[config.mk]
export PLATFORM = sky130hd
export DESIGN_NAME = adder_arbiter
export DESIGN_NICKNAME = d
export VERILOG_FILES = /design/src/rtl/mips_pkg.sv /design/src/rtl/adder_arbiter_rr_arbiter.sv /design/src/rtl/adder_arbiter.sv
export SDC_FILE = /design/constraint.sdc
export NUM_CORES = 1
export LEC_CHECK = 0
export CORE_MARGIN = 5
export CORE_UTILIZATION = 25
export CTS_CLUSTER_SIZE = 16
export DETAILED_ROUTE_END_ITERATION = 6
export PLACE_DENSITY = 0.67
export REMOVE_ABC_BUFFERS = 1
export SYNTH_ARGS = -nofsm -noshare
export SYNTH_HDL_FRONTEND = slang
export SYNTH_SLANG_ARGS = --single-unit
[constraint.sdc]
create_clock -name clk -period 7.9 [get_ports clk]
set_input_delay 0.79 -clock clk [delete_from_list [all_inputs] [get_ports clk]]
set_output_delay 0.79 -clock clk [all_outputs]
set_load 0.005 [all_outputs]
[src/rtl/mips_pkg.sv]
// Shared definitions for the address-generation datapath: word width, a
// constant-friendly clog2 and the tagged adder result record.
package mips_pkg;

    localparam int WORD_W   = 32;
    // Widest requester index the result record can carry (up to 8 requesters).
    localparam int ID_MAX_W = 3;

    function automatic int clog2(input int value);
        int r;
        r = 0;
        for (int i = 0; i < 31; i++) begin
            if ((1 << i) < value) begin
                r = i + 1;
            end
        end
        return r;
    endfunction

    typedef struct packed {
        logic [WORD_W-1:0]   sum;
        logic                carry;
        logic                ovf;
        logic [ID_MAX_W-1:0] id;
    } add_result_t;

endpackage

[src/rtl/adder_arbiter_rr_arbiter.sv]
// Combinational round-robin picker: the first asserted request at or after ptr
// wins, reported as a one-hot grant plus its encoded index.
import mips_pkg::*;

module rr_arbiter #(
    parameter int NUM_REQ = 4,
    parameter int ID_W    = clog2(NUM_REQ)
) (
    input  logic [NUM_REQ-1:0] req,
    input  logic [ID_W-1:0]    ptr,
    input  logic               enable,
    output logic [NUM_REQ-1:0] grant,
    output logic [ID_W-1:0]    grant_idx
);

    logic [2*NUM_REQ-1:0] req_dbl;
    logic [NUM_REQ-1:0]   rotated;
    logic [ID_W-1:0]      offset;
    logic [ID_W:0]        idx_sum;
    logic                 found;

    // Rotate so that bit 0 of 'rotated' is the requester at ptr.
    assign req_dbl = {req, req} >> ptr;
    assign rotated = req_dbl[NUM_REQ-1:0];

    always_comb begin
        found  = 1'b0;
        offset = '0;
        for (int k = NUM_REQ - 1; k >= 0; k--) begin
            if (rotated[k]) begin
                found  = 1'b1;
                offset = ID_W'(k);
            end
        end
    end

    assign idx_sum   = {1'b0, ptr} + {1'b0, offset};
    assign grant_idx = ID_W'((idx_sum >= (ID_W+1)'(NUM_REQ)) ?
                             idx_sum - (ID_W+1)'(NUM_REQ) : idx_sum);

    generate
        for (genvar gi = 0; gi < NUM_REQ; gi++) begin : g_grant
            assign grant[gi] = enable && found && (grant_idx == ID_W'(gi));
        end
    endgenerate

endmodule

[src/rtl/adder_arbiter.sv]
// Shares one WIDTH+1-bit adder among NUM_REQ address generators with
// round-robin grants and a single tagged, back-pressurable result register.
import mips_pkg::*;

module adder_arbiter #(
    parameter int NUM_REQ = 4,
    parameter int WIDTH   = WORD_W,
    parameter int ID_W    = clog2(NUM_REQ)
) (
    input  logic                     clk,
    input  logic                     rst_n,
    input  logic [NUM_REQ-1:0]       req_valid,
    input  logic [NUM_REQ*WIDTH-1:0] req_a,
    input  logic [NUM_REQ*WIDTH-1:0] req_b,
    output logic [NUM_REQ-1:0]       req_ready,
    output logic                     rsp_valid,
    input  logic                     rsp_ready,
    output logic [WIDTH-1:0]         rsp_sum,
    output logic                     rsp_carry,
    output logic                     rsp_ovf,
    output logic [ID_W-1:0]          rsp_id
);

    localparam logic [0:0] ST_EMPTY = 1'b0;
    localparam logic [0:0] ST_FULL  = 1'b1;

    logic [0:0]         state_reg, state_next;
    logic [ID_W-1:0]    ptr_reg, ptr_next;
    add_result_t        res_reg, res_next;

    logic               slot_free;
    logic               grant_valid;
    logic [NUM_REQ-1:0] grant;
    logic [ID_W-1:0]    grant_idx;
    logic [WIDTH-1:0]   a_arr [NUM_REQ];
    logic [WIDTH-1:0]   b_arr [NUM_REQ];
    logic [WIDTH-1:0]   op_a, op_b;
    logic [WIDTH:0]     add_full;
    logic               add_ovf;
    logic               unused_res;

    generate
        for (genvar gi = 0; gi < NUM_REQ; gi++) begin : g_unpack
            assign a_arr[gi] = req_a[gi*WIDTH +: WIDTH];
            assign b_arr[gi] = req_b[gi*WIDTH +: WIDTH];
        end
    endgenerate

    // A consume in the same cycle frees the slot, so a full register never
    // costs a bubble while the consumer keeps taking results.
    assign slot_free = (state_reg == ST_EMPTY) || rsp_ready;

    rr_arbiter #(
        .NUM_REQ (NUM_REQ),
        .ID_W    (ID_W)
    ) u_rr_arbiter (
        .req       (req_valid),
        .ptr       (ptr_reg),
        .enable    (slot_free),
        .grant     (grant),
        .grant_idx (grant_idx)
    );

    assign grant_valid = |grant;
    assign req_ready   = grant;

    assign op_a     = a_arr[grant_idx];
    assign op_b     = b_arr[grant_idx];
    assign add_full = {1'b0, op_a} + {1'b0, op_b};
    assign add_ovf  = (op_a[WIDTH-1] == op_b[WIDTH-1]) &&
                      (add_full[WIDTH-1] != op_a[WIDTH-1]);

    always_comb begin
        state_next = state_reg;
        ptr_next   = ptr_reg;
        res_next   = res_reg;
        if (grant_valid) begin
            state_next     = ST_FULL;
            ptr_next       = (grant_idx == ID_W'(NUM_REQ - 1)) ? '0 : grant_idx + 1'b1;
            res_next.sum   = WORD_W'(add_full[WIDTH-1:0]);
            res_next.carry = add_full[WIDTH];
            res_next.ovf   = add_ovf;
            res_next.id    = ID_MAX_W'(grant_idx);
        end else if (rsp_ready) begin
            state_next = ST_EMPTY;
        end
    end

    always_ff @(posedge clk or negedge rst_n) begin
        if (!rst_n) begin
            state_reg <= ST_EMPTY;
            ptr_reg   <= '0;
            res_reg   <= '0;
        end else begin
            state_reg <= state_next;
            ptr_reg   <= ptr_next;
            res_reg   <= res_next;
        end
    end

    assign rsp_valid = (state_reg == ST_FULL);
    assign rsp_sum   = res_reg.sum[WIDTH-1:0];
    assign rsp_carry = res_reg.carry;
    assign rsp_ovf   = res_reg.ovf;
    assign rsp_id    = res_reg.id[ID_W-1:0];

    // The record is sized for the widest configuration; spare bits are ignored.
    assign unused_res = &{1'b0, res_reg};

endmodule

### Yosys cells after proc, flatten, opt, wreduce, memory -nomap -nowiden

Index checks and enable logic that the tools add are counted.

* register bits after elaboration: 39
* input bits: 263
* word-level logic and storage cells: 48

* add/subtract/negate cells: 4
* $lt $le $gt $ge: 2
* eq/ne operators: 5
* shift operators: 1
* multiplexer cells: 18
* bitwise logic cells: 2
* reduce and logical (&&, ||, !) cells: 10

Operators with widths (count)
* 32-bit binary-select mux with 2-bit select: 2
* 32-bit 2-to-1 mux: 4
* 32-bit by 32-bit adder with 33-bit output: 1
* 2-bit 2-to-1 mux: 6
* 8-bit by 2-bit >> shifter with 4-bit output: 1
* 3-bit greater-or-equal comparator, second input constant: 2
* 1-bit logical AND: 6
* 1-bit 2-to-1 mux: 6
* 2-bit == test, second input constant: 2
* 4-bit OR reduction: 1
* 2-bit by 2-bit adder with 3-bit output: 1
* 2-bit NOT with 3-bit output: 1
* 2-bit by 1-bit adder with 2-bit output, second input constant: 1
* 2-bit by 1-bit == test with 1-bit output, second input constant: 1
* 2-bit logical NOT: 1
* 2-bit nonzero test: 1
* 2-bit by 1-bit subtractor with 2-bit output, second input constant: 1
* 1-bit == test: 1
* 1-bit logical OR: 1
* 1-bit inequality test: 1
* 1-bit NOT: 1

### Longest topological paths before layout

Gate-level depths: netlist of run 1.

* depth in word-level cells: 15
* gate-level depth with buffers: 22
* depth with buffers taken out: 19

### Modules after synthesis

A second synthesis of run 1 with hierarchy kept.

* cell total of the unflattened synthesis: 490
* area total of the unflattened synthesis: 4952.2 sq um

By module, submodules not included
* adder_arbiter: instances 1, cells each 452, area each 4690.7 sq um, seq. area each 975.9 sq um
* rr_arbiter: instances 1, cells each 38, area each 261.5 sq um, seq. area each 0.0 sq um

### Worst setup path before layout of run 1

Ideal clock, no wire load.

* path kind: in2reg
* start: in req_valid[0]
* end: reg res_reg, in the netlist rsp_sum[30]
* data arrival time: 5235 ps
* data required time: 7771 ps
* slack: 2536 ps
* stages: 19
* cell sequence: buf_2 -> nand2b_1 -> a21oi_1 -> o22ai_1 -> nor2_1 -> a21oi_1 -> ha_1 -> buf_1 -> clkbuf_1 -> mux4_2 -> ha_1 -> and3_1 -> and3_1 -> or3_1 -> a2111oi_2 -> nor2_1 -> a311oi_2 -> xor2_1 -> o21ai_1

* cells in the longest elaborated chain, start to end: 13
* elaborated cells between the ends (all ways): 31
* those cells by class: add/sub: 3; order compare: 1; eq/ne: 3; shift: 1; mux: 15; bitwise: 1; reduce/logical: 7

RTL lines
* start, declared: RTL line adder_arbiter.sv:12 `input logic [NUM_REQ-1:0] req_valid,`
* 8-bit by 2-bit >> shifter with 4-bit output *: RTL line adder_arbiter_rr_arbiter.sv:23 `assign req_dbl = {req, req} >> ptr;`
* 2-bit 2-to-1 mux (3 in series): RTL line adder_arbiter_rr_arbiter.sv:30 `if (rotated[k]) begin`
* 2-bit 2-to-1 mux *: RTL line adder_arbiter_rr_arbiter.sv:30
* 2-bit by 2-bit adder with 3-bit output *: RTL line adder_arbiter_rr_arbiter.sv:37 `assign idx_sum = {1'b0, ptr} + {1'b0, offset};`
* 3-bit greater-or-equal comparator / 2-bit by 1-bit subtractor with 2-bit output (equally long branches): RTL line adder_arbiter_rr_arbiter.sv:38, adder_arbiter_rr_arbiter.sv:39
* 2-bit 2-to-1 mux *: RTL line adder_arbiter_rr_arbiter.sv:38 `assign grant_idx = ID_W'((idx_sum >= (ID_W+1)'(NUM_REQ)) ?`
* via grant_idx[0]: RTL line adder_arbiter.sv:34 `logic [ID_W-1:0] grant_idx;`
* 2-bit NOT with 3-bit output (not written as such): RTL line adder_arbiter.sv:67, adder_arbiter.sv:68
* 32-bit binary-select mux with 2-bit select, on equally long branches: RTL line adder_arbiter.sv:67, adder_arbiter.sv:68
* 32-bit 2-to-1 mux, on equally long branches (2 in series): RTL line adder_arbiter.sv:67, adder_arbiter.sv:68
* 32-bit by 32-bit adder with 33-bit output: RTL line adder_arbiter.sv:69 `assign add_full = {1'b0, op_a} + {1'b0, op_b};`
* end signal, assigned: RTL line adder_arbiter.sv:97 `res_reg <= res_next;`
* end, declared: RTL line adder_arbiter.sv:29 `add_result_t res_reg, res_next;`

The timed path passes the listed nets; every way through them passes the cells marked *. The select of a mux whose other input is x is not followed.
A chain may end at the register's enable or synchronous reset.

### Worst setup path after layout of run 1

* start: in req_valid[1]
* end: reg res_reg, in the netlist rsp_sum[28]

* cells in the longest elaborated chain, start to end: 13
* elaborated cells between the ends (all ways): 31
* those cells by class: add/sub: 3; order compare: 1; eq/ne: 3; shift: 1; mux: 15; bitwise: 1; reduce/logical: 7

RTL lines (RTL line)
* 8-bit by 2-bit >> shifter with 4-bit output *: adder_arbiter_rr_arbiter.sv:23
* 2-bit 2-to-1 mux (4 in series): adder_arbiter_rr_arbiter.sv:30
* 2-bit by 2-bit adder with 3-bit output: adder_arbiter_rr_arbiter.sv:37
* 3-bit greater-or-equal comparator / 2-bit by 1-bit subtractor with 2-bit output (equally long branches): adder_arbiter_rr_arbiter.sv:38, adder_arbiter_rr_arbiter.sv:39
* 2-bit 2-to-1 mux: adder_arbiter_rr_arbiter.sv:38
* 2-bit NOT with 3-bit output (not written as such): adder_arbiter.sv:67, adder_arbiter.sv:68
* 32-bit binary-select mux with 2-bit select, on equally long branches: adder_arbiter.sv:67, adder_arbiter.sv:68
* 32-bit 2-to-1 mux, on equally long branches (2 in series): adder_arbiter.sv:67, adder_arbiter.sv:68
* 32-bit by 32-bit adder with 33-bit output: adder_arbiter.sv:69

Mark *: on every way between the ends. The rest lies on a longest branch, timed or not. The select of a mux whose other input is x is not followed.

==> results of run 1 <==
## per-layer routing
layer	global-route usage (%)	share of wire, %
met3	3.38	6.8
met5	0	0
met1	18.5	40
met2	27.8	52
met4	1.80	0.81
## cells by family (layout without fill, tap and decap cells)
family	after synthesis	in the layout	synth area share (%)
xor gates and xnor gates	30	30	5.49
adders and majority gates	38	38	10.1
muxes	71	71	31.7
DFF	39	39	20.4
buffers and inverters	39	331	3.29
and+or+nand+nor	103	103	10.4
AOI/OAI and AO/OA	139	139	18.6
## synth_stat cells (5+ instances only)
| cell type | n | area share [%] |
|---|---|---|
| a211oi_1 | 7 | 1.1 |
| xor2_1 | 15 | 2.7 |
| o211ai_1 | 5 | 0.78 |
| o21a_1 | 5 | 0.78 |
| a21oi_1 | 34 | 3.6 |
| dfrtp_1 | 39 | 20 |
| clkbuf_1 | 13 | 1.0 |
| a21o_1 | 11 | 1.7 |
| xnor2_1 | 15 | 2.7 |
| inv_1 | 15 | 1.2 |
| ha_1 | 37 | 9.7 |
| and3_1 | 10 | 1.3 |
| mux4_2 | 64 | 30 |
| mux2_2 | 6 | 1.4 |
| buf_2 | 9 | 0.94 |
| and2_1 | 6 | 0.78 |
| nor2_1 | 13 | 1.0 |
| nand2_1 | 48 | 3.8 |
| o21ai_0 | 44 | 4.6 |
## area by class of cell
type / instances / area (sq um) / area share (%)
timing repair buffer: 308 / 3070 / 37.2
sequential: 39 / 976 / 11.9
tap: 234 / 293 / 3.56
clock buffer: 8 / 156 / 1.90
inverter: 15 / 56.3 / 0.684
multi-input combinational: 381 / 3680 / 44.8
## worst reg2reg max path, cell delays in order (launching register included)
cell and delay, ps:
dfrtp_1 500, nand2b_1 150, a21oi_1 70, o22ai_1 170
nor2_1 60, a21oi_1 200, ha_4 160, xor2_1 220
xnor2_2 150, buf_4 380, mux4_2 380, ha_1 260
fa_1 410, a21o_1 220, a221oi_2 540, a211o_2 270
a21oi_1 120, a211oi_1 490, o21bai_1 170, xnor2_1 140
o21ai_0 80
## worst paths after layout
| kind | from | endpoint | slack [ps] | cells past startpoint |
|---|---|---|---|---|
| worst max-delay path | req_valid[1] | rsp_sum[28]$_DFFE_PN0P_ | 1960 | 21 |
| min in group asynchronous | rst_n | rsp_sum[27]$_DFFE_PN0P_ | 660 | 1 |
| max in group asynchronous | rst_n | rsp_sum[15]$_DFFE_PN0P_ | 6650 | 1 |
| worst min register to register | rsp_sum[15]$_DFFE_PN0P_ | rsp_sum[15]$_DFFE_PN0P_ | 480 | 2 |
| worst max register to register | ptr_reg[1]$_DFFE_PN0P_ | rsp_sum[28]$_DFFE_PN0P_ | 2630 | 20 |
| worst min-delay path | rsp_sum[15]$_DFFE_PN0P_ | rsp_sum[15]$_DFFE_PN0P_ | 480 | 2 |
## per-stage QoR
stage | setup WS, ps | setup TNS (ps) | utilization (%)
6_report | 1960 | 0 | 43.9
5_1_grt | 1530 | 0 | 43.9
4_1_cts | 1970 | 0 | 43.9
3_5_place_dp | 1690 | 0 | 43.0
3_3_place_gp | 1780 | 0 | 43.0
2_1_floorplan | -3550 | -135930 | -
==> impl_metrics.toml, run 1 <==
[floorplanning]
coreArea_sq_um = 18800
initial_core_util_pct = 25.5
rows = 50
chipWidth_um = 148
fp.dieH_um = 148
io_pins = 304
dieArea_sq_um = 22000

[layout]
nFillCells = 1828
layout_common_cells = "302 x clkdlybuf4s50_1, 64 x mux4_2, 48 x nand2_1"
largest_reg_flops = 32
n_antenna_cell = 0
layout_commonest_cell = "clkdlybuf4s50_1"
final_cell_area_sq_um = 8230
drive_gt1_share_pct = 12.6
fin_cells = 985
finalNetCount = 1051
syn2layout_area_growth_pct = 71.8

[timing]
rsz0062_at_grt = "no"
tightest_slew_ps = 952
finalClockSkew_ps = 3.66
timing.hold.ws_ps = 476
hold_viol_final = 0
fin_crit_ps = 5940
clock.fmax_mhz = 168
setup_violations = 0
slew_headroom_pct = 36.5
fin_crit_sh_pct = 75.2
maxSlewViolCount = 0

[synthesis]
ys.flop_type = "dfrtp_1"
synth_warnings = 0
syn-instance-count = 459
async_reset_ff_share_pct = 100
synth_area_per_cell_sq_um = 10.4
ys_ff_latch = 39
syn_area_sq_um = 4790
synth_edf_count = 0
synth.distinct_cells = 52
yosysSeqAreaShare_pct = 20.4

[drt]
drt-vias-per-instance = 4.96
first_pass_iters = 4
dr_total_vias = 4882
ant_nets = 0
totalWireLength_mm = 17.3
first_iter_violations = 155
drc_errors = 0
avgRoutedWirePerCell_um = 17.5

[clock_tree]
clk_path_buf_depth = 2
hold_buffers = 0
cts_tree = "yes"
post-cts-setup-buffers = 0
cts_buffers = 5
cts_root_buffer = "clkbuf_16"
insertion_delay_ps = 280
cts.sinks = 39
ctsHtreeMaxLevel = 2
clkSlewWorstSetupHoldPaths_ps = 60
cts_resized = 0

[place]
dpl-instance-area_sq_um = 8070
placed_cells = 977
io_buffers = 303
gp_congestion = 0.818
dp_hpwl_mm = 15.0

[setup_path]
crit_chain = "clkdlybuf4s50_1 > nor2b_1 > a21oi_1 > o22ai_1 > nor2_1 > a21oi_1 > ha_4 > xor2_1 > xnor2_2 > buf_4 > mux4_2 > ha_1 > fa_1 > a21o_1 > a221oi_2 > a211o_2 > a21oi_1 > a211oi_1 > o21bai_1 > xnor2_1 > o21ai_0"
path_class = "in -> reg"
crit_fanout = 30
start_kind = "input port"
path_common_cell = "a21oi_1"
critPathCaptureType = "register"
critPathBufInv = 2
crit_family = "compound AO/OA/AOI/OAI gates"
cp_slowest_cell = "clkdlybuf4s50_1"
max_stage_delay_ps = 600
arrival_ps = 6070
worstPathRequired_ps = 8040

[global_route]
track_usage_pct = 15.1
first_global_vias = 5190
grt_pass1_wl_mm = 27.0
grt-ovfl-total = 0
grt_max_degree = 72
antenna_found_initial = 0

[hold_path]
hold_class = "reg -> reg"

[run]
cap_violations = 0

[run_status]
status = "finished, final reports clean"
Power of run 1 is left out: the tool's default activity adds up to more than one toggle a clock period on the data nets, which glitch-free logic cannot reach.
==> run 2: changes to the inputs <==
==> constraint.sdc (replaced) <==
create_clock -name clk -period 6 [get_ports clk]
set_input_delay 0.6 -clock clk [delete_from_list [all_inputs] [get_ports clk]]
set_output_delay 0.6 -clock clk [all_outputs]
set_load 0.005 [all_outputs]
==> run 2 against run 1 <==
  * Register-to-register slack got worse by 1700 ps
  * Sequential share of layout area decreased by 0.14 points
  * Count of clock-buffer cells in the layout is 3 lower
  * Critical path depth down 1
  * Utilization is 0.53 points higher
  * Cell count grew 0.51%
  * Non-clock buffer count rose by 5
  * Worst hold slack worse by 9.0 ps
  * Clock skew up 4.5 ps
  * Global-route usage decreased by 0.29 points
  * Wire length shrank 1.3%
  * Highest routed layer unchanged
==> impl_metrics.toml, run 2 (synthesized netlist as in run 1, its figures left out) <==
[run_status]
status = "finished, final reports clean"

[place]
dp_hpwl_mm = 14.9
gp_congestion = 0.827
io_buffers = 303
dp_slack_ps = 251

[run]
cap_violations = 0

[clock_tree]
insertion_delay_ps = 280
post-cts-setup-buffers = 0
cts_root_buffer = "clkbuf_16"
hold_buffers = 0
cts_tree = "yes"
cts_resized = 0
clkSlewWorstSetupHoldPaths_ps = 60
cts_buffers = 5
clk_path_buf_depth = 2
cts.sinks = 39
ctsHtreeMaxLevel = 2

[setup_path]
crit_fanout = 28
rr_startpoint = "ptr_reg[1]$_DFFE_PN0P_"
cp_slowest_cell = "clkdlybuf4s50_1"
crit_chain = "clkdlybuf4s50_1 > nor2b_1 > a21oi_1 > o22ai_1 > nor2_1 > a21oi_1 > ha_4 > xor2_1 > xnor2_2 > buf_12 > mux4_2 > fa_1 > a21o_1 > a221oi_2 > a2111oi_1 > a2111oi_2 > nor2_1 > a311oi_2 > xor2_1 > o21ai_1"
timing.reg2reg.worst_path_depth = 19
start_kind = "input port"
max_stage_delay_ps = 610
critPathBufInv = 2
worstPathRequired_ps = 6160
path_class = "in -> reg"
critPathCaptureType = "register"
startpoint = "req_valid[1]"
arrival_ps = 5620
crit_family = "compound AO/OA/AOI/OAI gates"
reg2reg_to = "rsp_sum[30]$_DFFE_PN0P_"
critical_path_depth = 20
rrSetupSlack_ps = 980
crit_end = "rsp_sum[30]$_DFFE_PN0P_"

[layout]
syn2layout_area_growth_pct = 73.9
n_antenna_cell = 0
layout_commonest_cell = "clkdlybuf4s50_1"
largest_reg_flops = 32
nFillCells = 1815
finalNetCount = 1056
layout_common_cells = "302 x clkdlybuf4s50_1, 64 x mux4_2, 48 x nand2_1"
drive_gt1_share_pct = 13.4

[timing]
fin_ws_ps = 536
rsz0062_at_grt = "no"
clock.fmax_mhz = 183
fin_crit_sh_pct = 91.1
fin_crit_ps = 5460
maxSlewViolCount = 0
finalClockSkew_ps = 8.15
slew_headroom_pct = 37.2
setup_violations = 0
tightest_slew_ps = 942
hold_viol_final = 0

[floorplanning]
initial_core_util_pct = 25.5
chipWidth_um = 148
io_pins = 304
rows = 50
dieArea_sq_um = 22000
coreArea_sq_um = 18800
fp.dieH_um = 148

[global_route]
antenna_found_initial = 0
track_usage_pct = 14.8
grt-ovfl-total = 0
grt_pass1_wl_mm = 26.5
first_global_vias = 5115
grt_max_degree = 44

[drt]
first_pass_iters = 4
avgRoutedWirePerCell_um = 17.2
highest_layer = "met4"
drt-vias-per-instance = 4.97
drc_errors = 0
totalWireLength_mm = 17.1
wl_met3_mm = 1.12
dr_total_vias = 4918
first_iter_violations = 205
ant_nets = 0
dr_wl_met2_mm = 8.99
wl_met1_mm = 6.78

[hold_path]
hold_class = "in -> async"
==> run 2: changes by cell type in the layout (fill, tap and decap cells not counted), sizes merged <==
cell and delta:
bufinv +1, clkbuf -3, clkinv +2, buf +5
==> run 2: layout make-up <==
class	count	area [sq um]	share of cell area [%]
tap	234	293	3.51
inverter	15	56.3	0.676
clock buffer	5	125	1.50
sequential	39	976	11.7
multi-input combinational	381	3680	44.2
timing repair buffer	313	3150	37.8
clock inverter	3	43.8	0.526
==> run 2: worst min-delay path by stage <==
stage / startpoint / end / slack (ps)
floorplan: rst_n / ptr_reg[0]$_DFFE_PN0P_ / 300
global placement: rsp_sum[15]$_DFFE_PN0P_ / rsp_sum[15]$_DFFE_PN0P_ / 460
detailed placement: rsp_sum[12]$_DFFE_PN0P_ / rsp_sum[12]$_DFFE_PN0P_ / 470
CTS: rsp_sum[12]$_DFFE_PN0P_ / rsp_sum[12]$_DFFE_PN0P_ / 480
global route: rsp_sum[25]$_DFFE_PN0P_ / rsp_sum[25]$_DFFE_PN0P_ / 500
finish: rst_n / ptr_reg[0]$_DFFE_PN0P_ / 470
==> run 2: layer usage <==
| layer | vias up | track usage (%) |
|---|---|---|
| met2 | 180 | 27.7 |
| met5 | - | 0 |
| met3 | 14 | 3.02 |
| li1 | 2403 | - |
| met4 | 0 | 2.03 |
| met1 | 2321 | 17.9 |
==> run 2: through the flow <==
step / instance area (sq um) / TNS [ps] / std cells / util, % / hold slack [ps]
finish: 8330 / 0 / 990 / 44.4 / 467
global route: 8330 / 0 / 990 / 44.4 / 504
CTS: 8330 / 0 / 990 / 44.4 / 483
detailed placement: 8160 / 0 / 982 / 43.5 / 470
global placement: 8160 / 0 / 982 / 43.5 / 461
floorplan: 4690 / -203050 / 435 / - / 304
==> run 2: worst reg2reg max path, stage by stage, from the launching register on <==
cell and delay [ps]:
dfrtp_1 460, nand2b_1 190, a21oi_1 160, nor2_1 60
a21oi_1 120, a21oi_1 110, ha_4 180, xor2_1 160
xnor2_2 370, buf_12 250, mux4_2 360, fa_1 470
a21o_1 220, a221oi_2 520, a2111oi_1 200, a2111oi_2 370
nor2_1 150, a311oi_2 300, xor2_1 170, o21ai_1 70
Power of run 2 is left out for the same reason.
